[config.mk]
export PLATFORM = sky130hd
export DESIGN_NAME = selsw_tx
export DESIGN_NICKNAME = d
export VERILOG_FILES = /design/src/rtl/selsw_tx.sv
export SDC_FILE = /design/constraint.sdc
export NUM_CORES = 1
export LEC_CHECK = 0
export ABC_AREA = 1
export CORE_AREA = 2 2 57 59
export CTS_CLUSTER_DIAMETER = 120
export CTS_CLUSTER_SIZE = 30
export DETAILED_ROUTE_END_ITERATION = 12
export DIE_AREA = 0 0 59 61
export GPL_TIMING_DRIVEN = 0
export PLACE_DENSITY_LB_ADDON = 0.08
export SLEW_MARGIN = 25
export SYNTH_ARGS = -nofsm -noshare
export SYNTH_HDL_FRONTEND = slang
export SYNTH_SLANG_ARGS = --single-unit
[constraint.sdc]
create_clock -name clk -period 3.75 [get_ports clk]
set_clock_uncertainty 0.15 [all_clocks]
set_input_delay 0.375 -clock clk [delete_from_list [all_inputs] [get_ports clk]]
set_output_delay 0.375 -clock clk [all_outputs]
set_load 0.1 [all_outputs]
[src/rtl/selsw_tx.sv]
// selsw_tx: serial transmitter for a 3-bit selection code.
// Frame = 3-bit preamble (MSB first), 3 data bits (MSB first), optional
// even-parity bit. The line idles at 0 and every output comes from a register.
module selsw_tx #(
    parameter logic [2:0] PREAMBLE  = 3'b110,
    parameter bit         PARITY_EN = 1'b1
) (
    input  logic       clk,
    input  logic       reset,
    input  logic [2:0] sel_in,
    input  logic       valid,
    output logic       ready,
    output logic       x,
    output logic       done,
    output logic [7:0] frame_cnt
);

    typedef enum logic [1:0] {
        IDLE = 2'd0,
        PRE  = 2'd1,
        DATA = 2'd2,
        PAR  = 2'd3
    } state_t;

    state_t     state_r;
    logic [2:0] sel_r;
    logic [1:0] bit_cnt_r;

    // Even parity over the data bits: the parity bit makes the total count of ones even.
    function automatic logic even_parity(input logic [2:0] d);
        return ^d;
    endfunction

    // Frame sequencer: the state names the bit currently on x, bit_cnt_r its index.
    // Each edge loads the next bit into x so the line is always a register output.
    always_ff @(posedge clk) begin
        if (reset) begin
            state_r   <= IDLE;
            sel_r     <= 3'b000;
            bit_cnt_r <= 2'b00;
            x         <= 1'b0;
            done      <= 1'b0;
            ready     <= 1'b1;
            frame_cnt <= 8'h00;
        end else begin
            // done is high during the last bit; count the frame on the edge that ends it
            if (done) begin
                frame_cnt <= frame_cnt + 8'd1;
            end else begin
                frame_cnt <= frame_cnt;
            end

            case (state_r)
                IDLE: begin
                    done <= 1'b0;
                    if (valid && ready) begin
                        state_r   <= PRE;
                        sel_r     <= sel_in;
                        bit_cnt_r <= 2'b00;
                        x         <= PREAMBLE[2];
                        ready     <= 1'b0;
                    end else begin
                        x     <= 1'b0;
                        ready <= 1'b1;
                    end
                end

                PRE: begin
                    done <= 1'b0;
                    if (bit_cnt_r == 2'd2) begin
                        state_r   <= DATA;
                        bit_cnt_r <= 2'b00;
                        x         <= sel_r[2];
                    end else begin
                        bit_cnt_r <= bit_cnt_r + 2'd1;
                        x         <= (bit_cnt_r == 2'd0) ? PREAMBLE[1] : PREAMBLE[0];
                    end
                end

                DATA: begin
                    if (bit_cnt_r == 2'd2) begin
                        bit_cnt_r <= 2'b00;
                        if (PARITY_EN == 1'b1) begin
                            state_r <= PAR;
                            x       <= even_parity(sel_r);
                            done    <= 1'b1;
                        end else begin
                            state_r <= IDLE;
                            x       <= 1'b0;
                            ready   <= 1'b1;
                            done    <= 1'b0;
                        end
                    end else begin
                        bit_cnt_r <= bit_cnt_r + 2'd1;
                        x         <= (bit_cnt_r == 2'd0) ? sel_r[1] : sel_r[0];
                        // without parity the last data bit closes the frame
                        done      <= (PARITY_EN == 1'b0) && (bit_cnt_r == 2'd1);
                    end
                end

                PAR: begin
                    state_r <= IDLE;
                    x       <= 1'b0;
                    ready   <= 1'b1;
                    done    <= 1'b0;
                end

                default: begin
                    state_r   <= IDLE;
                    bit_cnt_r <= 2'b00;
                    x         <= 1'b0;
                    ready     <= 1'b1;
                    done      <= 1'b0;
                end
            endcase
        end
    end

endmodule

* Word-level counts from Yosys, hierarchy flattened *
Index checks and enable logic that the tools add are counted.
Widths: inputs -> output; s select.

storage, ports and cells
  flip-flop bits (word level) = 18
  output and inout port bits = 11

operators by class
  reductions and logical operators = 11
  eq/ne operators = 7
  multiplexer cells = 17
  $add $sub $neg = 2

operators by type and width
  operator             number
  $mux 2               5
  $add 8x1->8 const B  1
  $pmux 2 s4           1
  $mux 1               7
  $eq 2x2->1 const B   3
  $ne 2x2->1 const B   3
  $logic_not 2->1      2
  $pmux 1 s2           2
  $pmux 1 s4           1
  $pmux 2 s2           1
  $reduce_and 2->1     2
  $reduce_bool 2->1    2
  $reduce_and 3->1     1
  $reduce_or 3->1      1
  $reduce_xor 3->1     1
  $add 2x1->2 const B  1
  $eq 2x1->1 const B   1
  $reduce_or 2->1      1
  $logic_and 1x1->1    1

* Longest topological paths before layout *
  depth after elaboration = 4
  mapped depth = 7
  depth with buffers taken out = 7

* Worst setup path before layout *
OpenSTA, ideal clock, no wires.

  kind = register to register
  from = register frame_cnt[1]
  to = register frame_cnt[6]
  data arrival time = 1.854 ns
  path buffers = 0
  setup slack = 1.630 ns
  period minus slack after synthesis = 2.120 ns
  stages on the path, launching flop included = 7
  cells stage by stage = dfxtp_1 ha_1 nand3_1 nor3_2 nand3_1 nand2_1 nor2_1

between the ends
  cells in the longest elaborated chain, start to end = 1

RTL lines
  what                    line  source
  from (decl)             15    output logic [7:0] frame_cnt
  from (signal assigned)  48    frame_cnt <= frame_cnt + 8'd1;
  from (signal assigned)  50    frame_cnt <= frame_cnt;
  $add 8x1->8             48

No other way between the ends.
A chain may end at the register's enable or synchronous reset.

* Final worst setup path *
  from = register frame_cnt[1]
  to = output frame_cnt[1]

No word-level cell between the ends.

==> run metrics <==
#FFs+latches synth=18; Top delay family on crit path=buffers and inverters; port bufs=15; fillers=330; Worst VDD drop=0.000283 V; ANT cells=0; total gr overflow=0; fin worst setup slack=1.27 ns; Top Usage Layer GRT=met1; H-tree Lvls=1; GRT Overall Usage=12.0%; TritonCTS Buffers=3; Max-Cap Viols=0; leakage=0.442 nW; post-detail-place hpwl=1.37 mm; routed wire length=1.88 mm; Detailed Route Iter0 Violations=19; TritonCTS clock tree=done; fin crit period=2.48 ns; worst skew pair latency=approximately 0.31 ns; worst path buffer plus inverter count=1; routed len/inst=11.1 um; hold_buf cts=0; post-route ant nets=0; Place WS=1.63 ns; Max Transition Viols Final=0; Req. time, crit path=3.22 ns; max_slew headroom=a little over a third; net count after synthesis=129; Via density=4.86; met2 Use GR=16.7%; Hold Violations, Final=0; RSZ-0062 raised after global routing=false; Synth area leaders=dfxtp_1 (42%), nand2_1 (9.6%), a21oi_1 (9.3%); post-CTS sizing=0; final critical-path share of the clock period=about 66%; CP peak stage delay=1.18 ns; cell accounting for the most synthesized area=dfxtp_1; Seq/Total Area, Yosys=a little over two fifths; floorplan row count=20; clk sinks=18; largest net degree at the start of global routing=11; clk buf depth=2; DIE HEIGHT=61 um; worst-path cell chain=clkdlybuf4s50_1; Slew @ Worst Pin=0.969 ns; Worst Hold Class=primary input to register; met1 global-route usage=16.8%; Layout Nets=149; DRC errors left=0; gpl congestion=0.717; syn_area_per_cell=7.26 sq um; crit end category=primary output; CP max FO=6; PnR Total Power=0.000757 W; CP arrival=1.96 ns; Core Box Area=0.00295 sq mm; Syn Inst Count=118; Layout area overhead=26.6%; Setup TNS Final=0 ns; root buf cell=clkbuf_4; Reg clk slew, reported paths=0.13 ns; initial antenna violation count=0; Die Span X=about 59 um; yosys warns=0; effective utilization at floorplan=between 20 and 30%; Post-CTS Setup Bufs=0; met3 usage=2.99%; global-route wire length before repair=~3.2 mm; R2R depth=5; Setup Crit Path Kind=register to primary output; vias in the first global route=721; Die Area=~0.0036 sq mm; P per Cell Area=698 mW/mm^2; hold path depth=2; Max stage delay cell, worst path=clkdlybuf4s50_1; layout cells sized above 1=under 10%; Via Count=827; status=complete, no violations; area share of the largest cell type after synthesis=42.0%; Netlist cell types=16; startpoint types=register; num ports=17; synthesized cell area=roughly 860 sq um; Final setup viols=0; Levels on crit path=1; Max Fclk=slightly above 0.4 GHz; first drt pass iteration count=4
-- cells in the final DEF, fill, tap and decap left out, types with 5 or more instances in the layout --
cell             instances
nand2_1                 22
dfxtp_1                 18
inv_1                   16
a21oi_1                 16
clkdlybuf4s50_1         15
o21ai_0                 12
nand3_1                  8
nor3_1                   7
nor2_1                   6
ha_1                     5
-- through the flow --
stage          instance area [sq um]  instances  hold WS, ns  utilization (%)
3_5_place_dp                    1050        166        0.337             35.5
6_report                        1080        170        0.191             36.7
2_1_floorplan                    857        118        0.304                -
3_3_place_gp                    1050        166        0.340             35.5
4_1_cts                         1080        170        0.200             36.7
5_1_grt                         1080        170        0.194             36.7
-- cell type report --
class	count	area, sq um	share of cell area (%)
plain buffers	2	10.0	0.923
clock buffers	4	36.3	3.34
inverters	17	63.8	5.88
multi-input cells	81	423	39.0
flip-flops and latches	18	360	33.2
well taps	33	41.3	3.81
repair buffers	15	150	13.8
-- synth_stat cells --
cell / n
nand2_1: 22
dfxtp_1: 18
a21oi_1: 16
inv_1: 16
o21ai_0: 12
nand3_1: 8
nor3_1: 7
nor2_1: 6
ha_1: 5
buf_2: 2
a31oi_1: 1
inv_2: 1
nand2_2: 1
nand4_1: 1
nor2_4: 1
nor3_2: 1
-- cell families after synthesis --
group | synth area share, %
AO/OA/AOI/OAI | 17.1
adder cells (fa/ha/maj) | 7.30
buffers and inverters | 8.61
flip-flops | 42.0
AND/OR/NAND/NOR | 25.0
-- flip-flops by register name (all words and copies together), names as in the netlist --
name / count
x: 1
ready: 1
sel_r: 3
done: 1
frame_cnt: 8
state_r: 2
bit_cnt_r: 2
-- layer usage --
layer | part of all wire (%) | routed length (um) | vias up
li1 | - | - | 428
met1 | 52 | 974 | 372
met2 | 40 | 745 | 23
met3 | 6.6 | 125 | 4
met4 | 1.9 | 36 | 0
met5 | 0 | 0 | -
-- power breakdown --
| part | internal, W | switching [W] |
|---|---|---|
| Sequential | 0.000234 | 0.0000372 |
| Clock | 0.0000593 | 0.0000701 |
| Combinational | 0.000111 | 0.000246 |
-- path summary, 6_finish.rpt --
| path | from | endpoint | slack (ns) |
|---|---|---|---|
| setup reg to reg | state_r[0] | bit_cnt_r[1] | 2.21 |
| hold reg to reg | sel_r[0] | sel_r[0] | 0.35 |
| hold / removal | reset | done | 0.19 |
| setup / recovery | frame_cnt[1] | frame_cnt[1] | 1.27 |
Note: power is estimated with default switching activity, not from simulation.
==> RTL edit 1 (same flow settings) <==
Make the reset (`reset`) asynchronous in one clocked block.
--- a/src/rtl/selsw_tx.sv
+++ b/src/rtl/selsw_tx.sv
@@ -35,3 +35,3 @@
     // Each edge loads the next bit into x so the line is always a register output.
-    always_ff @(posedge clk) begin
+    always_ff @(posedge clk or posedge reset) begin
         if (reset) begin
Formal check against the unedited RTL: differs if reset is asserted again (counterexample within 4 cycles, from zero or initial values and one cycle with reset high); with reset held inactive, the same outputs for 10 cycles.
==> RTL edit 1 against the unedited design <==
  * Sequential cell count is the same
  * Global-route usage decreased by 1.7 points
  * Setup slack got worse by 0.013 ns
  * Count of clock-buffer cells in the layout is the same
  * Critical path depth unchanged
  * Total power is 32% higher
  * Area after synthesis grew 6.3%
  * Non-clock buffer count fell by 1
  * Final area up 5.9%
  * Routed wire length decreased by 19%
  * Hold slack better by 0.14 ns
  * Highest routed layer unchanged
==> RTL edit 1: results (changes against the unedited design) <==
use_met3: 0.0256  # was 0.0299
synthTopCellsByArea: "dfrtp_1 (47%), ha_1 (9.6%), inv_1 (7.4%)"  # was dfxtp_1 (42%), nand2_1 (9.6%), a21oi_1 (9.3%)
fillers: 298  # was 330
synthDominantCellAreaShare: 0.467  # was 0.420
path_clk_slew_ns: 0.11  # was 0.13 ns
synthTopCellsByCount: "inv_1 (18), nand2_1 (18), dfrtp_1 (17)"  # was nand2_1 (22), dfxtp_1 (18), a21oi_1 (16), inv_1 (16), o21ai_0 (12)
grt_pass1_vias: 646  # was 721
ys.flop_type: "dfrtp_1"  # was dfxtp_1
slowest_delay_ns: 1.13  # was 1.18 ns
synth_cell_types: 17  # was 16
grt_usage: 0.103  # was 0.120
dp.cells: 152  # was 166
clk_latency_ns: 0.29  # was 0.31 ns
pre_cts_slack_ns: 1.58  # was 1.63 ns
ir_drop_v: 0.000459  # was 0.000283 V
first_pass_iters: 3  # was 4
r2r-end: "bit_cnt_r[0]"  # was bit_cnt_r[1]
cp_max_fo: 3  # was 6
ys_seq_area_frac: 0.496  # was 0.420
netlist_instances: 103  # was 118
p_leak_nw: 0.574  # was 0.442 nW
globalRouteMet2Util: 0.154  # was 0.167
grt_pass1_wl_mm: 2.84  # was 3.19 mm
rrSetupSlack_ns: 2.24  # was 2.21 ns
first_iter_violations: 18  # was 19
routed_wl_mm: 1.52  # was 1.88 mm
tightestPinTransition_ns: 0.971  # was 0.969 ns
gp_routability_congestion: 0.693  # was 0.717
status: "completed"  # unchanged
reg2reg_from: "state_r[1]"  # was state_r[0]
hp-class: "input pin to asynchronous set/reset pin"  # was input pin to register
[RTL edit 1: how the worst max path moves through the flow]
stage	from	cells past startpoint	slack [ns]	endpoint
after floorplan	frame_cnt[0]	5	1.74	frame_cnt[6]
after global placement	ready	1	1.58	ready
after detailed placement	ready	1	1.58	ready
after CTS	ready	1	1.24	ready
after global routing	ready	1	1.20	ready
final	ready	1	1.26	ready
[RTL edit 1: kinds of logic (layout without fill, tap and decap cells)]
logic type,Yosys count,after routing,share of synthesized area
AO/OA/AOI/OAI,13,13,0.0714
XOR/XNOR,7,7,0.0673
adder cells (fa/ha/maj),7,7,0.0961
buffers and inverters,18,38,0.0742
flip-flops,18,18,0.496
multiplexers,1,1,0.0124
AND/OR/NAND/NOR,39,39,0.183
[RTL edit 1: layout make-up]
type	instances	area, um^2	share of cell area
tap	33	41.3	0.0359
multi-input combinational	67	392	0.341
inverter	18	67.6	0.0588
sequential	18	452	0.393
timing repair buffer	16	160	0.139
clock buffer	4	36.3	0.0316
[RTL edit 1: power by group]
part | total, mW | internal [mW] | leakage [nW] | switching, mW
sequential | 0.321 | 0.264 | 0.224 | 0.0565
combinational | 0.556 | 0.161 | 0.330 | 0.394
clock | 0.120 | 0.0591 | 0.0210 | 0.0614
[RTL edit 1: per-layer routing]
layer	vias to the layer above	part of all wire	routed length (um)
met3	4	0.031	47
met4	0	0.013	20
li1	364	-	-
met1	308	0.55	834
met2	13	0.41	619
met5	-	0	0
[RTL edit 1: stage by stage]
stage	hold slack, ns	power [mW]	cell area, um^2
after floorplan	0.163	0.764	911
after global placement	0.313	0.887	1110
after detailed placement	0.314	0.886	1110
after CTS	0.333	1.01	1150
after global routing	0.343	1.09	1150
final	0.327	0.997	1150
==> RTL edit 2 (same settings) <==
Made on the original files. Set the parameter `PARITY_EN` to 1'b0 (it was 1'b1).
--- a/src/rtl/selsw_tx.sv
+++ b/src/rtl/selsw_tx.sv
@@ -5,3 +5,3 @@
     parameter logic [2:0] PREAMBLE  = 3'b110,
-    parameter bit         PARITY_EN = 1'b1
+    parameter bit         PARITY_EN = 1'b0
 ) (
Check against the original RTL: not equivalent (a bounded check fails within 10 cycles, from zero or initial values and one cycle with reset high).
==> RTL edit 2 against the unedited design <==
  * Sequential cell count stayed put
  * Area after synthesis up 2.8%
  * Final cell count increased by 1.8%
  * Sequential share of layout area shrank 0.60 points
  * First-iteration DRC count is 53% higher
  * Total power down 6.4%
  * Routed wire length fell by 7.3%
  * Setup slack better by 0.0083 ns
  * Final area rose by 1.8%
==> RTL edit 2: results (changes against the unedited design) <==
status: "completed"  # unchanged
place.port_buffers: 16  # was 15
tns_ns: 0  # unchanged
netlist_instances: 121  # was 118
hp-class: "register to register"  # was input pin to register
wl_per_cell_um: 10.1  # was 11.1 um
synthTopCellsByCount: "nand2_1 (25), dfxtp_1 (18), inv_1 (18)"  # was nand2_1 (22), dfxtp_1 (18), a21oi_1 (16), inv_1 (16), o21ai_0 (12)
crit_family: "buffers and inverters"  # unchanged
drive_gt1_frac: 0.0500  # was 0.0730
synth_compound_area_frac: 0.148  # was 0.171
ys_seq_area_frac: 0.409  # was 0.420
cts-root-buf: "clkbuf_4"  # unchanged
first_pass_iters: 2  # was 4
ys_async_sr_fraction: 0  # unchanged
first_iter_violations: 29  # was 19
finalNonFillerCells: 173  # was 170
grt_usage: 0.113  # was 0.120
ant_nets: 0  # unchanged
ir_drop_v: 0.000335  # was 0.000283 V
slew-limit-headroom: 0.355  # was 0.352
slowest_delay_ns: 1.19
p_leak_nw: 0.462  # was 0.442 nW
dp_hpwl_mm: 1.39  # was 1.37 mm
vias_per_cell: 4.59  # was 4.86
grt_pass1_wl_mm: 3.04  # was 3.19 mm
numCtsBuffers: 3  # unchanged
dpl_cell_area_um2: 1080  # was 1050 um^2
synth_fa_ha_area_frac: 0.0852  # was 0.0730
clk_latency_ns: 0.29  # was 0.31 ns
cts_resized: 0  # unchanged
syn_nets: 133  # was 129
pre_cts_slack_ns: 1.58  # was 1.63 ns
worst_ep_arrival_time_ns: 1.95
gp_routability_congestion: 0.725  # was 0.717
synth_mux_area_frac: 0  # unchanged
synthTopCellsByArea: "dfxtp_1 (41%), nand2_1 (11%), ha_1 (8.5%)"  # was dfxtp_1 (42%), nand2_1 (9.6%), a21oi_1 (9.3%)
layout.nets: 154  # was 149
path_clk_slew_ns: 0.10  # was 0.13 ns
grt_pass1_vias: 738  # was 721
cp_max_fo: 8  # was 6
synth_cell_types: 17  # was 16
reg.largest.list: "frame_cnt: 8 flops, sel_r: 3 flops"  # unchanged
==> RTL edit 2: cell count changes after synthesis, moves of 3 or more <==
| cell | unedited run | this run |
|---|---|---|
| a21oi_1 | 16 | 13 |
| nand2_1 | 22 | 25 |
| nor3_1 | 7 | 0 |
| nor2_1 | 6 | 15 |
| o21ai_0 | 12 | 8 |
==> RTL edit 2: cells by family (layout without fill, tap and decap cells) <==
group,after synthesis,after routing
and+or+nand+nor,53,53
AOI/OAI and AO/OA,25,25
buffers and inverters,19,38
DFF,18,18
adders and majority gates,6,6
==> RTL edit 2: layer usage <==
metal / vias to the layer above / wire length (um) / global-route usage
li1: 428 / - / -
met1: 353 / 804 / 0.131
met2: 11 / 853 / 0.200
met3: 2 / 68 / 0.0384
met4: 0 / 17 / 0.0292
met5: - / 0 / 0
==> RTL edit 2: report_power, final <==
group	total, mW	switching [mW]	internal, mW
combinational	0.355	0.244	0.111
clock	0.0944	0.0571	0.0373
sequential	0.259	0.0290	0.230
==> RTL edit 2: final timing paths <==
path	startpoint	end	slack, ns	cells after the start
hold / removal	sel_r[0]	sel_r[0]	0.31	2
hold reg to reg	sel_r[0]	sel_r[0]	0.31	2
setup / recovery	done	done	1.28	1
setup reg to reg	state_r[1]	state_r[1]	2.22	6
==> RTL edit 2: stage by stage <==
stage                     power, mW  hold slack [ns]
after detailed placement      0.622            0.305
after floorplan               0.543            0.274
final                         0.709            0.311
after CTS                     0.722            0.321
after global placement        0.621            0.300
after global routing          0.769            0.347
==> RTL edit 2: layout make-up <==
type / instances / area (um^2)
clock buffers: 3 / 22.5
fillers: 337 / 1850
repair buffers: 16 / 160
flip-flops and latches: 18 / 360
plain buffers: 1 / 13.8
well taps: 33 / 41.3
inverters: 18 / 67.6
multi-input cells: 84 / 439
